[src/rtl/spi_xfer_responder.sv]
// SPI mode-0 master driven by a 4-phase enable/pready handshake; one DATA_W-bit word per request.
// pready rises CLK_DIV*(2*DATA_W+2) cycles after the start edge and is held until spi_enable drops.
module spi_xfer_responder #(
  parameter int DATA_W  = 8,
  parameter int CLK_DIV = 2
) (
  input  logic              spi_clk,
  input  logic              preset,
  input  logic              spi_enable,
  input  logic [DATA_W-1:0] tx_data,
  output logic              pready,
  output logic [DATA_W-1:0] rx_data,
  output logic              busy,
  output logic              sclk,
  output logic              ss_n,
  output logic              mosi,
  input  logic              miso
);

  typedef enum logic [2:0] {
    IDLE  = 3'd0,
    LEAD  = 3'd1,
    SHIFT = 3'd2,
    TRAIL = 3'd3,
    ACK   = 3'd4
  } state_t;

  localparam logic [7:0] DIV_LAST = 8'(CLK_DIV - 1);
  localparam logic [5:0] BIT_LAST = 6'(DATA_W - 1);

  state_t            state_q, state_d;
  logic [7:0]        div_q, div_d;
  logic [5:0]        bit_cnt_q, bit_cnt_d;
  logic [DATA_W-1:0] tx_q, tx_d;
  logic [DATA_W-1:0] rx_q, rx_d;
  logic [DATA_W-1:0] rx_data_q, rx_data_d;
  logic              pready_q, pready_d;
  logic              busy_q, busy_d;
  logic              sclk_q, sclk_d;
  logic              ss_n_q, ss_n_d;
  logic              mosi_q, mosi_d;

  logic              div_done;

  assign div_done = (div_q == DIV_LAST);

  always_ff @(posedge spi_clk) begin
    if (preset) begin
      state_q   <= IDLE;
      div_q     <= '0;
      bit_cnt_q <= '0;
      tx_q      <= '0;
      rx_q      <= '0;
      rx_data_q <= '0;
      pready_q  <= 1'b0;
      busy_q    <= 1'b0;
      sclk_q    <= 1'b0;
      ss_n_q    <= 1'b1;
      mosi_q    <= 1'b0;
    end else begin
      state_q   <= state_d;
      div_q     <= div_d;
      bit_cnt_q <= bit_cnt_d;
      tx_q      <= tx_d;
      rx_q      <= rx_d;
      rx_data_q <= rx_data_d;
      pready_q  <= pready_d;
      busy_q    <= busy_d;
      sclk_q    <= sclk_d;
      ss_n_q    <= ss_n_d;
      mosi_q    <= mosi_d;
    end
  end

  always_comb begin
    state_d   = state_q;
    div_d     = div_q;
    bit_cnt_d = bit_cnt_q;
    tx_d      = tx_q;
    rx_d      = rx_q;
    rx_data_d = rx_data_q;
    pready_d  = pready_q;
    sclk_d    = sclk_q;
    ss_n_d    = ss_n_q;
    mosi_d    = mosi_q;

    case (state_q)
      IDLE: begin
        sclk_d = 1'b0;
        ss_n_d = 1'b1;
        mosi_d = 1'b0;
        if (spi_enable && !pready_q) begin
          tx_d      = tx_data;
          rx_d      = '0;
          div_d     = '0;
          bit_cnt_d = '0;
          ss_n_d    = 1'b0;
          mosi_d    = tx_data[DATA_W-1];
          state_d   = LEAD;
        end
      end

      LEAD: begin
        if (div_done) begin
          div_d   = '0;
          state_d = SHIFT;
        end else begin
          div_d = div_q + 8'd1;
        end
      end

      SHIFT: begin
        if (div_done) begin
          div_d  = '0;
          sclk_d = ~sclk_q;
          if (!sclk_q) begin
            // Rising sclk: capture the slave's bit.
            rx_d = {rx_q[DATA_W-2:0], miso};
          end else begin
            // Falling sclk: advance to the next outgoing bit.
            tx_d      = {tx_q[DATA_W-2:0], 1'b0};
            mosi_d    = tx_q[DATA_W-2];
            bit_cnt_d = bit_cnt_q + 6'd1;
            if (bit_cnt_q == BIT_LAST) begin
              state_d = TRAIL;
            end
          end
        end else begin
          div_d = div_q + 8'd1;
        end
      end

      TRAIL: begin
        if (div_done) begin
          div_d     = '0;
          ss_n_d    = 1'b1;
          rx_data_d = rx_q;
          pready_d  = 1'b1;
          mosi_d    = 1'b0;
          state_d   = ACK;
        end else begin
          div_d = div_q + 8'd1;
        end
      end

      ACK: begin
        mosi_d = 1'b0;
        if (!spi_enable) begin
          pready_d = 1'b0;
          state_d  = IDLE;
        end
      end

      default: begin
        state_d  = IDLE;
        pready_d = 1'b0;
        sclk_d   = 1'b0;
        ss_n_d   = 1'b1;
        mosi_d   = 1'b0;
      end
    endcase

    busy_d = (state_d != IDLE);
  end

  assign pready  = pready_q;
  assign rx_data = rx_data_q;
  assign busy    = busy_q;
  assign sclk    = sclk_q;
  assign ss_n    = ss_n_q;
  assign mosi    = mosi_q;

endmodule
[config.mk]
export PLATFORM = sky130hd
export DESIGN_NAME = spi_xfer_responder
export DESIGN_NICKNAME = d
export VERILOG_FILES = /design/src/rtl/spi_xfer_responder.sv
export SDC_FILE = /design/constraint.sdc
export NUM_CORES = 1
export LEC_CHECK = 0
export BUFFER_PORTS_ARGS = -buffer_cell sky130_fd_sc_hd__buf_2
export CAP_MARGIN = 25
export CORE_MARGIN = 2
export CORE_UTILIZATION = 45
export CTS_BUF_LIST = sky130_fd_sc_hd__clkbuf_8
export DETAILED_ROUTE_END_ITERATION = 7
export PLACE_DENSITY_LB_ADDON = 0.2
export SLEW_MARGIN = 20
export SYNTH_ARGS = -nofsm -noshare
export SYNTH_HDL_FRONTEND = slang
export SYNTH_SLANG_ARGS = --single-unit
[constraint.sdc]
create_clock -name spi_clk -period 2.2 [get_ports spi_clk]
set_input_delay 0.22 -clock spi_clk [delete_from_list [all_inputs] [get_ports spi_clk]]
set_output_delay 0.22 -clock spi_clk [all_outputs]
set_load 0.02 [all_outputs]
# After elaboration in Yosys (flattened, before gate mapping)
# Index checks and enable logic that the tools add are counted.
# totals
register_bits,45
inputBits,12
out_inout_bits,13
elab_cells,82
# op_classes
n_addsub,2
eq_ne,12
n_mux,34
bitwise_logic,5
n_reduce_logical,18
# ops
op,count
$mux 8,4
$pmux 8 s2,2
$mux 3,7
$mux 7,3
$mux 6,3
$pmux 3 s5,1
$pmux 7 s2,1
$ne 2x2->1 const B,6
$pmux 6 s2,1
$reduce_and 4->1,3
$reduce_or 3->1,4
$add 8x1->8 const B,1
$eq 8x1->1 const B,1
$mux 1,8
$reduce_and 2->1,4
$add 6x1->6 const B,1
$eq 3x2->1 const B,2
$eq 6x3->1 const B,1
$pmux 1 s3,2
$not 1->1,5
$pmux 1 s4,1
$reduce_bool 2->1,2
$eq 3x1->1 const B,1
$eq 3x3->1 const B,1
other kinds (6),6

# Depth between registers and ports, before layout
# depth
ltp_word,6
mapped_depth,7
depth_no_buf,6

# Least setup slack after synthesis
# No wires, ideal clock.
# synth_path
path_kind,flip-flop to flip-flop
start,"register pready_q, in the netlist pready"
end,register bit_cnt_q[5]
setup_time_ns,0.070
arrival_ns,1.817
t_required_ns,2.130
setup_slack_ns,0.313
path_stages_with_launch,6
n_path_buf,1
cell_sequence,dfxtp_1 > or3b_1 > a211o_1 > buf_6 > or4_1 > a21oi_1
# synth_between
elab_chain_cells,4
# synth_rtl
item,line_no,source
start: declaration,37,"logic pready_q, pready_d;"
start signal: assignment,67,pready_q <= pready_d;
$logic_not 1->1,92,if (spi_enable && !pready_q) begin
$logic_and 1x1->1,92,
$ne 2x2->1 (no source line),--,
$reduce_and 4->1 (no source line),--,
end signal: assignment,63,bit_cnt_q <= bit_cnt_d;
end: declaration,33,"logic [5:0] bit_cnt_q, bit_cnt_d;"
# No other way between the ends.
# A chain may end at the register's enable or synchronous reset.

# Final worst setup path
# layout_path
start,register div_q[1]
end,register div_q[6]
# layout_between
elab_chain_cells,3
word_cells_on_any_way,4
classes_between,add/sub (1); eq/ne (1); mux (2)
# layout_rtl
item,line_no,source
start: declaration,32,"logic [7:0] div_q, div_d;"
start signal: assignment,62,div_q <= div_d;
$add 8x1->8 / $eq 8x1->1 (equally long branches),--,
$mux 8 *,"104, 113, 134",
$pmux 8 s2 *,87,case (state_q)
# Mark *: on every way between the ends. The rest lies on a longest branch, timed or not.

==> results.yml <==
run_status:
  status: "complete, no violations"
synthesis:
  register_bit_total_from_synthesis: 45
  synth.lib_cells_used.distinct: 45
  ys_dominant_reg_cell: "sky130_fd_sc_hd__dfxtp_1"
  netlist_area_um2: 2111
  syn-mean-instance-area_um2: 8.832
  postSynth.asyncResetShare_pct: 0
  ys.warnings.count: 0
  sequential_to_total_area_share_from_yosys_stat_pct: 42.68
  synthCells: 239
  synth-edff-count: 0
  synth_nets: 254
critical_path:
  worstReg2RegStart: "div_q[1]"
  path_class: "register to register"
  critical_path.reg2reg.endpoint: "div_q[6]"
  r2r_cells: 7
  cp_data_arrival_time_ns: 2.21
  cp-startpoint: "div_q[1]"
  required_ns: 2.43
  ff2ff_setup_slack_ns: 0.22
  setup.worst_path.end: "div_q[6]"
  crit_path_end_kind: "register"
  timing.critical_path.fanout_max: 4
  worstSetupStartpointType: "register"
pwr:
  power.static_leakage_nw: 0.8923
  worst_ir_drop_vdd_v: 0.0003261
  report.power.total_mw: 1.611
  power_density_nw_per_um2: 661.5
clock_network:
  ctsResizeCount: 0
  cts_inserted_buffers: 5
  cts_root_buffer: "sky130_fd_sc_hd__clkbuf_8"
  htreeDepth: 2
  max-clock-path-buffers: 2
  postCtsHoldBufs: 0
  clock_transition_at_path_regs_ns: 0.09
  post-cts-setup-buffer-count: 0
  clkSinkCount: 45
  cts_tree: "done"
  clock_insertion_delay_worst_skew_ns: 0.31
sta:
  final_critical_path_share_of_the_clock_period_pct: 89.84
  final_count_of_pins_violating_max_slew: 0
  unrepaired_setup_endpoints_after_global_routing: "no"
  worst_slew_margin_rel_pct: 47.75
  timing_worst_slew_pin_value_ns: 0.7803
  shortest_period_the_worst_path_allows_ns: 1.976
  fin_setup_tns_ns: 0
  finalSetupViolCount: 0
  fmaxAchievable_ghz: 0.5060
  skew_ns: 0.01371
  hold_viol_final: 0
finish:
  antenna_diode_instance_count: 0
  layout.core_utilization_pct: 54.79
  final_area_um2: 2435
  final_net_count: 284
  final_layout_size_suffix_gt1_share_pct: 21.11
  syn2layout_area_growth_pct: 15.35
global_route:
  grt_first_pass_wirelength_mm: 7.486
  global_route.usage.met1_pct: 24.46
  use_met2_pct: 27.93
  grt_start_max_net_pins: 28
  antenna_violations_before_repair: 0
  use_met3_pct: 3.194
  gr-total-overflow: 0
  first_global_vias: 1644
  groute.usage.overall_pct: 17.98
  grt.busiest_layer: "met2"
placement:
  placement.io_buffers: 24
  place.gp.congestion: 0.8030
  hpwl_mm: 3.131
  dpl_cell_area_um2: 2344
drt:
  drt-vias-per-instance: 5.773
  initialDrtViolationCount: 166
  postRouteWirelength_mm: 4.397
  routed_wire_length_per_instance_um: 13.66
  antenna_violating_nets_post_route: 0
  detail_route.first_pass.iterations: 4
  number_of_vias_after_detailed_routing: 1859
  detail_route.drc_violations: 0
floorplan:
  dieArea_um2: 5255
  die_x_um: 72.49
  core-area_um2: 4444
  fp-row-count: 24
  y_dimension_of_the_die_um: 72.49
  design.portCount: 25
  starting_utilization_of_the_core_area_pct: 47.49
job:
  cap_viol_max_count: 0
worst_hold_path:
  hold_start: "tx_data[0]"
  worstHoldPathType: "input port to register"
==> per-stage QoR <==
stage	hold slack, ns	worst slack [ns]	cells
3_5_place_dp	0.4598	0.2381	314
3_3_place_gp	0.4493	0.2611	314
4_1_cts	0.1452	0.2127	322
6_report	0.1478	0.2236	322
2_1_floorplan	0.3605	0.3133	239
5_1_grt	0.1686	0.04921	322
==> critical path, cell delays in order, from the launching register on <==
cell                       delay (ns)
sky130_fd_sc_hd__dfxtp_1         0.39
sky130_fd_sc_hd__inv_1           0.06
sky130_fd_sc_hd__ha_1            0.18
sky130_fd_sc_hd__nor4b_2         0.16
sky130_fd_sc_hd__buf_4           0.15
sky130_fd_sc_hd__a211oi_1        0.36
sky130_fd_sc_hd__or3b_2          0.48
sky130_fd_sc_hd__a31oi_1         0.12
==> layout make-up <==
type / instances / area [um^2]
Sequential cell: 45 / 900.9
Timing Repair Buffer: 40 / 240.2
Clock inverter: 3 / 22.52
Inverter: 8 / 30.03
Multi-Input combinational cell: 169 / 1107
Tap cell: 52 / 65.06
Fill cell: 422 / 2009
Clock buffer: 5 / 68.82
==> power by group <==
group,internal (mW),leakage [nW],switching [mW]
Clock,0.225,0.0481,0.296
Sequential,0.841,0.365,0.0192
Combinational,0.0998,0.479,0.130
==> routing by layer <==
layer	wire length, um	vias to the layer above
met1	2206	873
met3	163	7
met4	71	0
li1	-	945
met5	0	-
met2	1955	34
==> registers in the layout (all words and copies together) (netlist names), 3 cells and up <==
| register | count |
|---|---|
| div_q | 8 |
| rx_data | 8 |
| rx_q | 8 |
| tx_q | 7 |
| bit_cnt_q | 6 |
| state_q | 3 |
==> cell usage in the layout (no fill, tap or decap), drive strengths merged <==
master | synthesis | layout
nand4 | 2 | 2
a31oi | 2 | 2
or3b | 2 | 2
nand4b | 1 | 1
or4 | 4 | 4
a21boi | 1 | 1
o2111ai | 2 | 2
clkbuf | 10 | 5
a311oi | 6 | 6
nor2b | 2 | 2
nand3 | 24 | 24
a21oi | 21 | 21
ha | 3 | 3
buf | 7 | 40
inv | 7 | 7
a21o | 1 | 1
o21ai | 17 | 17
or2b | 1 | 1
or4b | 1 | 1
a211o | 1 | 1
a2111oi | 1 | 1
nor3b | 3 | 3
a222oi | 1 | 1
dfxtp | 45 | 45
nor2 | 8 | 8
nor4 | 1 | 1
clkinv | 1 | 4
and3 | 2 | 2
nor3 | 5 | 5
a22oi | 1 | 1
mux2i | 15 | 15
or2 | 2 | 2
a211oi | 6 | 6
o31ai | 6 | 6
nor4b | 2 | 2
nand2 | 15 | 15
xnor2 | 5 | 5
or3 | 4 | 4
a2bb2oi | 1 | 1
==> cells in the mapped netlist (2+ instances only) <==
cell type	count	area share [%]
sky130_fd_sc_hd__a211oi_1	6	2.1
sky130_fd_sc_hd__o31ai_1	6	2.1
sky130_fd_sc_hd__a311oi_1	6	2.5
sky130_fd_sc_hd__buf_1	3	0.53
sky130_fd_sc_hd__buf_2	2	0.47
sky130_fd_sc_hd__inv_1	7	1.2
sky130_fd_sc_hd__ha_1	3	1.8
sky130_fd_sc_hd__a31oi_1	2	0.59
sky130_fd_sc_hd__nor2_1	8	1.4
sky130_fd_sc_hd__mux2i_1	15	7.1
sky130_fd_sc_hd__nand3_1	24	5.7
sky130_fd_sc_hd__nor2b_1	2	0.59
sky130_fd_sc_hd__clkbuf_1	10	1.8
sky130_fd_sc_hd__o2111ai_1	2	0.83
sky130_fd_sc_hd__or2_2	2	0.59
sky130_fd_sc_hd__dfxtp_1	45	43
sky130_fd_sc_hd__or4_1	4	1.4
sky130_fd_sc_hd__nand4_1	2	0.59
sky130_fd_sc_hd__a21oi_1	21	5.0
sky130_fd_sc_hd__o21ai_0	16	3.8
sky130_fd_sc_hd__nor3_1	5	1.2
sky130_fd_sc_hd__or3_1	4	1.2
sky130_fd_sc_hd__nor3b_1	3	1.1
sky130_fd_sc_hd__xnor2_1	5	2.1
sky130_fd_sc_hd__and3_1	2	0.59
sky130_fd_sc_hd__nand2_1	15	2.7
==> cells by family after synthesis <==
| group | after synthesis | share of synthesized area (%) |
|---|---|---|
| multiplexers | 15 | 7.113 |
| AO/OA/AOI/OAI | 67 | 20.45 |
| buffers and inverters | 25 | 5.098 |
| XOR/XNOR | 5 | 2.075 |
| flip-flops | 45 | 42.68 |
| AND/OR/NAND/NOR | 79 | 20.81 |
| adder cells (fa/ha/maj) | 3 | 1.778 |
==> how the worst min path moves through the flow <==
stage | cells past startpoint | end | slack (ns)
4_1_cts | 3 | tx_q[0] | 0.15
3_5_place_dp | 2 | rx_data[4] | 0.46
2_1_floorplan | 2 | tx_q[0] | 0.36
3_3_place_gp | 2 | rx_data[1] | 0.45
6_report | 3 | tx_q[0] | 0.15
5_1_grt | 3 | tx_q[0] | 0.17
(Power assumes the default switching activity.)
